==> config.mk <==
export PLATFORM = sky130hd
export DESIGN_NAME = irda_fir_rx
export DESIGN_NICKNAME = d
export VERILOG_FILES = /design/src/rtl/irda_fir_rx.sv
export SDC_FILE = /design/constraint.sdc
export NUM_CORES = 1
export LEC_CHECK = 0
export ABC_AREA = 1
export CORE_UTILIZATION = 35
export DETAILED_ROUTE_END_ITERATION = 6
export GPL_TIMING_DRIVEN = 0
export HOLD_SLACK_MARGIN = 0.06
export PLACE_DENSITY = 0.49
export SLEW_MARGIN = 20
export SYNTH_ARGS = -nofsm -noshare
export SYNTH_HDL_FRONTEND = slang
export SYNTH_SLANG_ARGS = --single-unit
==> constraint.sdc <==
create_clock -name clk -period 5.05 [get_ports clk]
set_input_delay 0.7575 -clock clk [delete_from_list [all_inputs] [get_ports clk]]
set_output_delay 0.7575 -clock clk [all_outputs]
set_load 0.01 [all_outputs]
==> src/rtl/irda_fir_rx.sv <==
// FIR (4 Mb/s, 4PPM) receiver: preamble hunt and symbol-phase lock, STA/STO
// flag detection and 4PPM-to-byte decoding. CRC bytes pass through as data.
module irda_fir_rx #(
  parameter int MIN_PA    = 4,
  parameter int MAX_BYTES = 2054
) (
  input  logic       clk,
  input  logic       wb_rst_n_i,
  input  logic       fir_rx8_enable,
  input  logic       rx_en,
  input  logic       fir_rx_i,
  output logic [7:0] rx_data,
  output logic       rx_data_valid,
  output logic       rx_frame_start,
  output logic       rx_frame_end,
  output logic [2:0] rx_err,
  output logic       rx_busy
);

  localparam int BCW = $clog2(MAX_BYTES + 1);
  localparam logic [15:0] PA_PAT  = 16'b1000_0000_1010_1000;
  localparam logic [31:0] STA_PAT = 32'b0000_1100_0000_1100_0110_0000_0110_0000;
  localparam logic [31:0] STO_PAT = 32'b0000_1100_0000_1100_0110_0000_0000_0110;

  typedef enum logic [1:0] {HUNT, PA, DATA} state_t;

  state_t         state, state_nx;
  logic [31:0]    window, window_nx, win_s;
  logic [1:0]     phase, phase_nx;
  logic [3:0]     pa_cnt, pa_cnt_nx;
  logic [3:0]     sym_cnt, sym_cnt_nx, sym_k;
  logic [3:0]     skip, skip_nx;
  logic [2:0]     bit_cnt, bit_cnt_nx;
  logic [7:0]     shreg, shreg_nx;
  logic [BCW-1:0] byte_cnt, byte_cnt_nx;
  logic [7:0]     data_nx;
  logic           valid_nx, start_nx, end_nx;
  logic [2:0]     err_nx;
  logic           boundary, sym_ok;
  logic [1:0]     sym_val;

  assign win_s    = {window[30:0], fir_rx_i};
  assign boundary = (phase == 2'd3);
  // sym_cnt holds symbols since the last PA match minus one; sym_k is the count at this boundary
  assign sym_k    = sym_cnt + 4'd1;
  assign rx_busy  = (state != HUNT);

  always_comb begin
    sym_ok  = 1'b1;
    sym_val = 2'd0;
    case (win_s[31:28])
      4'b1000: sym_val = 2'd0;
      4'b0100: sym_val = 2'd1;
      4'b0010: sym_val = 2'd2;
      4'b0001: sym_val = 2'd3;
      default: sym_ok  = 1'b0;
    endcase
  end

  always_comb begin
    state_nx    = state;
    window_nx   = window;
    phase_nx    = phase;
    pa_cnt_nx   = pa_cnt;
    sym_cnt_nx  = sym_cnt;
    skip_nx     = skip;
    bit_cnt_nx  = bit_cnt;
    shreg_nx    = shreg;
    byte_cnt_nx = byte_cnt;
    data_nx     = rx_data;
    err_nx      = rx_err;
    valid_nx    = 1'b0;
    start_nx    = 1'b0;
    end_nx      = 1'b0;
    if (!rx_en) begin
      state_nx    = HUNT;
      window_nx   = '0;
      phase_nx    = '0;
      pa_cnt_nx   = '0;
      sym_cnt_nx  = '0;
      skip_nx     = '0;
      bit_cnt_nx  = '0;
      shreg_nx    = '0;
      byte_cnt_nx = '0;
      if (state != HUNT) begin
        end_nx = 1'b1;
        err_nx = 3'b100;
      end
    end else if (fir_rx8_enable) begin
      window_nx = win_s;
      phase_nx  = phase + 2'd1;
      case (state)
        HUNT: begin
          if (win_s[15:0] == PA_PAT) begin
            phase_nx   = '0;
            pa_cnt_nx  = 4'd1;
            sym_cnt_nx = '0;
            state_nx   = PA;
          end
        end
        PA: begin
          if (boundary) begin
            if (win_s == STA_PAT) begin
              if (int'(pa_cnt) >= MIN_PA) begin
                start_nx    = 1'b1;
                state_nx    = DATA;
                // STA occupies the window; its remaining 7 symbols leave before the first data symbol
                skip_nx     = 4'd7;
                bit_cnt_nx  = '0;
                byte_cnt_nx = '0;
              end else begin
                state_nx = HUNT;
              end
            end else if (sym_k[1:0] == 2'd0 && win_s[15:0] == PA_PAT) begin
              if (pa_cnt != 4'd15) pa_cnt_nx = pa_cnt + 4'd1;
              sym_cnt_nx = '0;
            end else if (sym_k == 4'd8) begin
              state_nx = HUNT;
            end else begin
              sym_cnt_nx = sym_k;
            end
          end
        end
        DATA: begin
          if (boundary) begin
            if (win_s == STO_PAT) begin
              end_nx   = 1'b1;
              err_nx   = (bit_cnt != 3'd0) ? 3'b010 : 3'b000;
              state_nx = HUNT;
            end else if (skip != 4'd0) begin
              skip_nx = skip - 4'd1;
            end else if (!sym_ok) begin
              end_nx   = 1'b1;
              err_nx   = 3'b001;
              state_nx = HUNT;
            end else begin
              shreg_nx   = {sym_val, shreg[7:2]};
              bit_cnt_nx = bit_cnt + 3'd2;
              if (bit_cnt == 3'd6) begin
                data_nx     = {sym_val, shreg[7:2]};
                valid_nx    = 1'b1;
                byte_cnt_nx = byte_cnt + BCW'(1);
                if (byte_cnt == BCW'(MAX_BYTES - 1)) begin
                  end_nx   = 1'b1;
                  err_nx   = 3'b011;
                  state_nx = HUNT;
                end
              end
            end
          end
        end
        default: state_nx = HUNT;
      endcase
    end
  end

  always_ff @(posedge clk or negedge wb_rst_n_i) begin
    if (!wb_rst_n_i) begin
      state          <= HUNT;
      window         <= '0;
      phase          <= '0;
      pa_cnt         <= '0;
      sym_cnt        <= '0;
      skip           <= '0;
      bit_cnt        <= '0;
      shreg          <= '0;
      byte_cnt       <= '0;
      rx_data        <= '0;
      rx_data_valid  <= 1'b0;
      rx_frame_start <= 1'b0;
      rx_frame_end   <= 1'b0;
      rx_err         <= '0;
    end else begin
      state          <= state_nx;
      window         <= window_nx;
      phase          <= phase_nx;
      pa_cnt         <= pa_cnt_nx;
      sym_cnt        <= sym_cnt_nx;
      skip           <= skip_nx;
      bit_cnt        <= bit_cnt_nx;
      shreg          <= shreg_nx;
      byte_cnt       <= byte_cnt_nx;
      rx_data        <= data_nx;
      rx_data_valid  <= valid_nx;
      rx_frame_start <= start_nx;
      rx_frame_end   <= end_nx;
      rx_err         <= err_nx;
    end
  end

endmodule

Yosys cells after proc, flatten, opt, wreduce, memory -nomap -nowiden
Cells that the tools add are included.
Operators by class
  equality and inequality tests: 44
  order comparisons: 1
  bitwise gates (word level): 2
  reduce and logical (&&, ||, !) cells: 17
  muxes and demuxes: 111
  $add $sub $neg: 6
Operator list (count)
  12-bit 2-to-1 mux: 10
  4-bit 2-to-1 mux: 22
  32-bit by 28-bit equality test with 1-bit output (second input constant): 2
  31-bit 2-to-1 mux: 2
  3-bit 2-to-1 mux: 19
  8-bit 2-to-1 mux: 7
  3-bit inequality test (second input constant): 14
  2-bit 2-to-1 mux: 19
  1-bit 2-to-1 mux: 25
  12-bit one-hot mux with 2 select lines: 1
  4-bit one-hot mux with 2 select lines: 3
  4-bit inequality test (second input constant): 5
  9-bit AND reduction: 2
  16-bit equality test (second input constant): 1
  8-bit AND reduction: 2
  7-bit AND reduction: 2
  12-bit by 1-bit adder with 12-bit output (second input constant): 1
  12-bit equality test (second input constant): 1
  2-bit one-hot mux with 3 select lines: 2
  6-bit AND reduction: 2
  5-bit inequality test (second input constant): 2
  10-bit AND reduction: 1
  4-bit by 1-bit adder with 4-bit output (second input constant): 2
  4-bit equality test (second input constant): 2
  22 further kinds: 32
Storage, ports and cells
  register bits: 84

Longest topological paths before layout
Gate-level depths: netlist of the first run.
  depth after elaboration: 10
  mapped depth: 12
  mapped depth without buffers: 12

Worst setup path before layout of the first run
No wires, ideal clock.
  path type: input-to-reg
  start: input rx_en
  end: register byte_cnt[5]
  data required time: 4929 ps
  library setup time: 121 ps
  setup slack: 3135 ps
  cell stages on the path: 10
  arrival: 1794 ps
  cells stage by stage: buf_6 -> nand2_2 -> inv_2 -> a31oi_2 -> nand2_1 -> a21oi_4 -> nand3_4 -> buf_6 -> nand2_2 -> o21ai_2
Between the ends
  word-level cells in the longest chain between the ends: 2
  elaborated cells on any way between the ends: 12
  those cells by class: eq/ne: 10; mux: 1; reduce/logical: 1
Ends and longest elaborated chain
  start: declaration: RTL line 10  | input logic rx_en,
  3-bit by 1-bit inequality test with 1-bit output (no line), or another cell as far along
  10-bit AND reduction (no line)
  end signal: assignment: RTL line 182  | byte_cnt <= byte_cnt_nx;
  end: declaration: RTL line 35  | logic [BCW-1:0] byte_cnt, byte_cnt_nx;
Parallel ways exist; a longest one is shown, timed or not.
A chain may end at the register's enable or synchronous reset.

Worst setup path after layout of the first run
  start: register state[1]
  end: output rx_busy
Between the ends
  word-level cells in the longest chain between the ends: 1
Ends and longest elaborated chain
  start: declaration: RTL line 27  | state_t state, state_nx;
  start signal: assignment: RTL line 174  | state <= state_nx;
  2-bit nonzero test: RTL line 46  | assign rx_busy = (state != HUNT);
  end: declaration: RTL line 17  | output logic rx_busy
Every way passes these cells.

==> results of run 1 <==
## per-layer routing
metal  vias up  GRT usage, %  share of wire, %
li1       1796             -                 -
met3         7          4.20               2.5
met5         -             0                 0
met4         0          6.67               1.1
met2        38          26.1                46
met1      1624          21.4                51
## worst min-delay path by stage
stage,startpoint,to,slack [ns]
after floorplan,wb_rst_n_i,bit_cnt[1],0.46
after global placement,rx_data[2],rx_data[2],0.47
after detailed placement,rx_data[2],rx_data[2],0.47
after CTS,wb_rst_n_i,rx_data_valid,0.36
after global routing,wb_rst_n_i,rx_data_valid,0.38
final,wb_rst_n_i,rx_data_valid,0.35
## layout by cell type, fill, tap and decap left out, types with 3 or more instances in the layout
| cell | Yosys | final |
|---|---|---|
| buf_6 | 5 | 5 |
| clkbuf_1 | 6 | 6 |
| clkbuf_16 | 0 | 9 |
| clkdlybuf4s50_1 | 0 | 17 |
| dfrtp_1 | 81 | 81 |
| ha_1 | 9 | 9 |
| inv_1 | 64 | 64 |
| inv_2 | 12 | 12 |
| inv_6 | 0 | 3 |
| nand2_1 | 121 | 121 |
| nand2_2 | 8 | 8 |
| nand2_4 | 3 | 3 |
| nand3_1 | 38 | 38 |
| nand3_2 | 4 | 4 |
| nand4_1 | 11 | 11 |
| nor2_1 | 50 | 50 |
| nor2_4 | 4 | 4 |
| nor3_1 | 8 | 8 |
| o21ai_0 | 20 | 20 |
| o21ai_1 | 10 | 10 |
| o21ai_2 | 17 | 17 |
| o22ai_1 | 31 | 31 |
| xor2_1 | 4 | 4 |
## cell families after synthesis
| logic type | after synthesis |
|---|---|
| and+or+nand+nor | 256 |
| AOI/OAI and AO/OA | 90 |
| buffers and inverters | 90 |
| DFF | 81 |
| adders and majority gates | 9 |
| xor gates and xnor gates | 5 |
## metrics by stage
step / instances / power (uW) / worst slack [ns]
4_1_cts: 734 / 1810 / 2.62
5_1_grt: 734 / 1890 / 2.56
6_report: 734 / 1790 / 2.63
2_1_floorplan: 531 / 972 / 3.13
3_5_place_dp: 718 / 1080 / 2.34
3_3_place_gp: 717 / 1080 / 0.129
## area by class of cell
| type | instances | area, um^2 |
|---|---|---|
| Sequential cell | 81 | 2030 |
| Fill cell | 1235 | 6960 |
| Buffer | 13 | 88.8 |
| Inverter | 77 | 292 |
| Timing Repair Buffer | 19 | 205 |
| Multi-Input combinational cell | 360 | 1960 |
| Tap cell | 168 | 210 |
| Clock buffer | 9 | 225 |
| Clock inverter | 7 | 98.8 |
## critical path, stage by stage (launching register included)
cell	delay [ns]
dfrtp_1	0.50
nor2_1	0.08
inv_1	0.16
clkdlybuf4s50_1	0.57
## power breakdown
part	internal, uW	switching (uW)	leakage (uW)
combinational	121	229	0.00103
sequential	687	33.6	0.00112
clock	437	277	0.000157
total	1250	540	0.00231
## flip-flops by register name (all words and copies together), names as in the netlist
name	count
bit_cnt	2
byte_cnt	12
rx_frame_end	1
phase	2
rx_frame_start	1
skip	4
shreg	6
rx_data	8
state	2
rx_err	3
sym_cnt	4
pa_cnt	4
rx_data_valid	1
window	31
==> key figures, run 1 <==
Run status
  • Status: complete, no violations

Synthesis
  • Most used flip-flop cell after synthesis: dfrtp_1
  • Distinct cell type count after synthesis: 40
  • Leading area contributor after synthesis: dfrtp_1
  • Mapped Avg Cell Area: 8.22 um^2
  • XOR/XNOR Fraction of Synth Area: 1.00%
  • Most common cell in the synthesized netlist: nand2_1
  • Compound-Gate Fraction of Synth Area: 13.9%
  • Sequential share of the synthesized area: 46.4%
  • Async SR Flop Fraction: 100%
  • Yosys synthesis warning count: 0
  • Post-synthesis adder-cell area fraction: 2.58%
  • Syn nets: 545
  • Synth Instances: 531
  • Mux share of post-synthesis cell area: 0%
  • EDFF count, synth: 0
  • Most frequent cells after synthesis: 121 x nand2_1, 81 x dfrtp_1, 64 x inv_1
  • Main combinational cell family by area after synthesis: simple AND/OR/NAND/NOR gates
  • Top cells by area, synth: dfrtp_1 46%, nand2_1 10%, inv_1 5.5%, o22ai_1 4.4%, nand3_1 4.4%
  • Yosys reg bits: 81
  • Simple-gate portion of the synthesized area: 27.4%
  • Mapped Area: 4370 um^2
  • Yosys top cell area share: 46.4%

Drt
  • Via count: 3465
  • Routed Antenna Nets: 0
  • Initial DRC count: 160
  • First-pass iteration count of the detailed router: 4
  • DRC: 0
  • Routed WL per cell: 12.8 um
  • Drt via density: 4.72
  • Final wirelength: 9390 um

Worst setup path
  • CP endpoint kind: output port
  • CP max FO: 5
  • RR Endpoint: rx_data[7]
  • Worst EP required: 4.29 ns
  • Critical path capture point: rx_busy
  • RR Startpoint: skip[0]
  • Beginning of the critical path: state[1]
  • Crit path kind: reg -> out
  • R2R setup slack: 3.11 ns
  • Critical Path AT: 1.66 ns
  • Worst r2r path cells: 8
  • CP startpoint kind: register

Clock tree
  • Cts hold-fix bufs: 0
  • Cts repair resizes: 0
  • H-Tree Depth: 3
  • Clock transition at path regs: 0.06 ns
  • CTS Buf Count: 9
  • CTS Buffer Depth: 2
  • Setup bufs post-CTS: 0
  • CTS root buffer: clkbuf_16
  • Sink Count: 81
  • CTS tree: yes
  • Clk Latency, worst-skew pair: 0.34 ns

Timing
  • Final setup fails: 0
  • Slew margin rel.: 68.5%
  • Worst Max-Slew Pin Slew: 0.469 ns
  • Final worst-path cycle share: 47.8%
  • Clk_skew: 0.00827 ns
  • RSZ-0062 raised after global routing: no
  • Fin. Hold Viols: 0
  • Final Max Tran Viols: 0
  • Fmax: 0.414 GHz
  • Min Tclk post-route: 2.42 ns
  • Hold_ws: 0.352 ns
  • TNS Setup: 0 ns

Floorplanning
  • Die Y: 114 um
  • Die area: 12900 um^2
  • Row count: 40
  • IO Count: 20
  • Horiz. Die Dim: 114 um
  • Core area: 12100 um^2
  • Starting Density: 36.2%

Cells and area
  • Final instance area: 5110 um^2
  • Final core occ: 42.3%
  • Area growth syn-to-layout: 16.9%
  • Ant diodes: 0
  • Share of cells above drive strength 1: 15.0%
  • # nets final: 575

Placed design
  • Placed cell area: 4780 um^2
  • Hpwl dp: 6820 um
  • I/O Buffers: 18
  • GPL Wtd Cong: 0.827

Flow run
  • Max-cap violations: 0

Global route
  • Vias in the first global route: 3499
  • Gr usage total: 16.4%
  • Antenna violations before repair: 0
  • Total grt overflow: 0
  • First-pass GRT wire length: 16500 um
  • Largest net degree at the start of global routing: 50

Power
  • Peak supply drop: 166 uV
  • Pleak: 0.00231 uW
  • Pwr/cell area: 350 nW/um^2

Min path
  • HP Class: in -> async
Note: power is estimated with default switching activity, not from simulation.
==> run 2, diff against run 1 <==
Settings changed: PLACE_DENSITY 0.49 to 0.51.
Clock period 5.05 ns to 2.1 ns, I/O delays scaled along.
==> run 2 against run 1 <==
Compared with the run above:
- power rose by 140%
- via count decreased by 0.29%
- wire length is 1.8% lower
- setup slack got worse by 2.5 ns
- clock skew is 0.0026 ns lower
- core utilization hardly changed
- flip-flop and latch count stayed put
- register-to-register slack got worse by 2.9 ns
- highest routed layer unchanged
==> key figures, run 2 (same netlist as run 1, synthesis figures left out) <==
Clock tree
  • CTS tree: yes
  • CTS Buf Count: 9 (unchanged)
  • CTS root buffer: clkbuf_16
  • Sink Count: 81 (unchanged)
  • H-Tree Depth: 3 (unchanged)
  • CTS Buffer Depth: 2 (unchanged)
  • Clk Latency, worst-skew pair: 0.35 ns (about the same)
  • Clock transition at path regs: 0.06 ns (about the same)
  • Cts repair resizes: 0 (unchanged)

Floorplanning
  • Horiz. Die Dim: 114 um (unchanged)
  • Die area: 12900 um^2 (unchanged)
  • Row count: 40 (unchanged)
  • Die Y: 114 um (unchanged)
  • Starting Density: 36.2% (unchanged)
  • IO Count: 20 (unchanged)
  • Core area: 12100 um^2 (unchanged)

Cells and area
  • Commonest non-fill, non-tap cells in the layout: 121 x nand2_1, 81 x dfrtp_1, 64 x inv_1
  • Final instance area: 5100 um^2 (about the same)
  • # nets final: 576 (+0.17%)
  • Ant diodes: 0 (unchanged)
  • Biggest regs: window: 31 flops, byte_cnt: 12 flops, rx_data: 8 flops
  • Most common cell after layout, fill and taps aside: nand2_1
  • Multi-input logic area: 1960 um^2 (unchanged)
  • Area growth syn-to-layout: 16.9% (about the same)
  • # fillers: 1234 (-0.081%)
  • Register area: 2030 um^2 (unchanged)
  • Share of cells above drive strength 1: 14.6% (-0.38 points)
  • Largest register FFs: 31 (unchanged)
  • Largest Register: window
  • Final core occ: 42.3% (about the same)

Worst setup path
  • Critical path capture point: rx_busy
  • CP startpoint kind: register
  • R2R setup slack: 0.23 ns (-2.88 ns)
  • CP endpoint kind: output port
  • Beginning of the critical path: state[1]
  • Critical path buffers and inverters: 2 (unchanged)
  • CP max FO: 5 (unchanged)
  • Critical Path Stages: 3 (unchanged)
  • CP max stage cell: clkdlybuf4s50_1
  • Crit path max-delay family: buffers and inverters
  • Worst r2r path cells: 8 (unchanged)
  • Critical Path AT: 1.64 ns (-0.02 ns)
  • Crit path kind: reg -> out
  • RR Endpoint: rx_data[7]
  • Crit-path cells: nor2_1 > inv_1 > clkdlybuf4s50_1
  • Max incr delay on CP: 0.57 ns (about the same)
  • RR Startpoint: skip[0]
  • Worst EP required: 1.78 ns (-2.51 ns)

Drt
  • Final wirelength: 9220 um (-1.8%)
  • First-pass iteration count of the detailed router: 6 (+2)
  • Routed WL per cell: 12.5 um (-2.0%)
  • Routed Antenna Nets: 0 (unchanged)
  • Initial DRC count: 244 (+53%)
  • Drt via density: 4.70 (-0.42%)
  • Via count: 3455 (-0.29%)
  • DRC: 0 (unchanged)

Power
  • Pwr/cell area: 828 nW/um^2 (+140%)
  • Tot Pwr: 4230 uW (+140%)
  • Peak supply drop: 441 uV (+170%)
  • Pleak: 0.00230 uW (-0.30%)

Placed design
  • Pre-CTS setup slack: -0.142 ns (-2.48 ns)
  • GPL Wtd Cong: 0.833 (+0.73%)
  • Hpwl dp: 6700 um (-1.7%)
  • I/O Buffers: 18 (unchanged)
  • Placed cell area: 4780 um^2 (unchanged)

Timing
  • Fmax: 0.513 GHz
  • Clk_skew: 0.00572 ns (-0.00255 ns)
  • TNS Setup: 0 ns (unchanged)
  • Worst Max-Slew Pin Slew: 0.444 ns (-0.0247 ns)
  • Post-route worst setup slack: 0.150 ns (-2.48 ns)
  • Slew margin rel.: 70.4% (+1.9 points)
  • RSZ-0062 raised after global routing: no
  • Min Tclk post-route: 1.95 ns
  • Final setup fails: 0 (unchanged)
  • Final Max Tran Viols: 0 (unchanged)
  • Fin. Hold Viols: 0 (unchanged)
  • Final worst-path cycle share: 92.9%

Global route
  • Largest net degree at the start of global routing: 52 (+4.0%)
  • Antenna violations before repair: 0 (unchanged)
  • Total grt overflow: 0 (unchanged)
  • Gr usage total: 16.1% (-0.39 points)
  • First-pass GRT wire length: 16100 um (-2.1%)
  • Vias in the first global route: 3392 (-3.1%)

Flow run
  • Max-cap violations: 0 (unchanged)

Min path
  • HP Class: in -> reg

Run status
  • Status: complete, no violations
==> run 2: cell types whose count changed in the layout (fill, tap and decap cells not counted) <==
cell,change
dlygate4sd3_1,+1
clkbuf_1,+2
inv_6,-3
clkinvlp_4,+1
==> run 2: layout make-up <==
type | count | share of cell area (%)
clock inverters | 5 | 1.57
multi-input cells | 360 | 38.4
repair buffers | 20 | 4.22
flip-flops and latches | 81 | 39.7
inverters | 77 | 5.71
well taps | 168 | 4.12
clock buffers | 11 | 4.56
plain buffers | 13 | 1.74
==> run 2: worst min path at each step <==
stage / slack, ns / cells after the start / start / end
final: 0.34 / 3 / rx_en / window[0]
after global routing: 0.36 / 3 / rx_en / window[0]
after CTS: 0.33 / 3 / rx_en / window[0]
after detailed placement: 0.29 / 1 / wb_rst_n_i / rx_data_valid
after global placement: 0.46 / 2 / rx_err[2] / rx_err[2]
after floorplan: 0.02 / 0 / wb_rst_n_i / bit_cnt[1]
==> run 2: timing repair <==
item                      4_1_cts  5_1_grt
hold buffers                    1        0
hold endpoints to repair       30        0
buffers inserted                0        0
==> run 2: per-stage QoR <==
step / hold slack, ns / instances
after global routing: 0.359 / 735
after floorplan: 0.0194 / 531
final: 0.340 / 735
after detailed placement: 0.293 / 718
after CTS: 0.333 / 735
after global placement: 0.462 / 717
==> run 2: worst min-delay path, stage by stage <==
cell	delay (ns)
buf_6	0.13
nand2_2	0.12
o22ai_1	0.07
==> run 2: power breakdown <==
group / internal (uW) / leakage [uW] / switching (uW) / total [uW]
clock: 1040 / 0.000146 / 617 / 1660
combinational: 293 / 0.00104 / 549 / 842
sequential: 1650 / 0.00112 / 77.7 / 1730
==> run 2: layer usage <==
layer | GRT usage (%) | share of wire, % | wire, um
met2 | 25.0 | 45 | 4180
met1 | 21.1 | 50 | 4620
met4 | 7.11 | 1.9 | 172
met3 | 4.04 | 2.7 | 251
met5 | 0 | 0 | 0
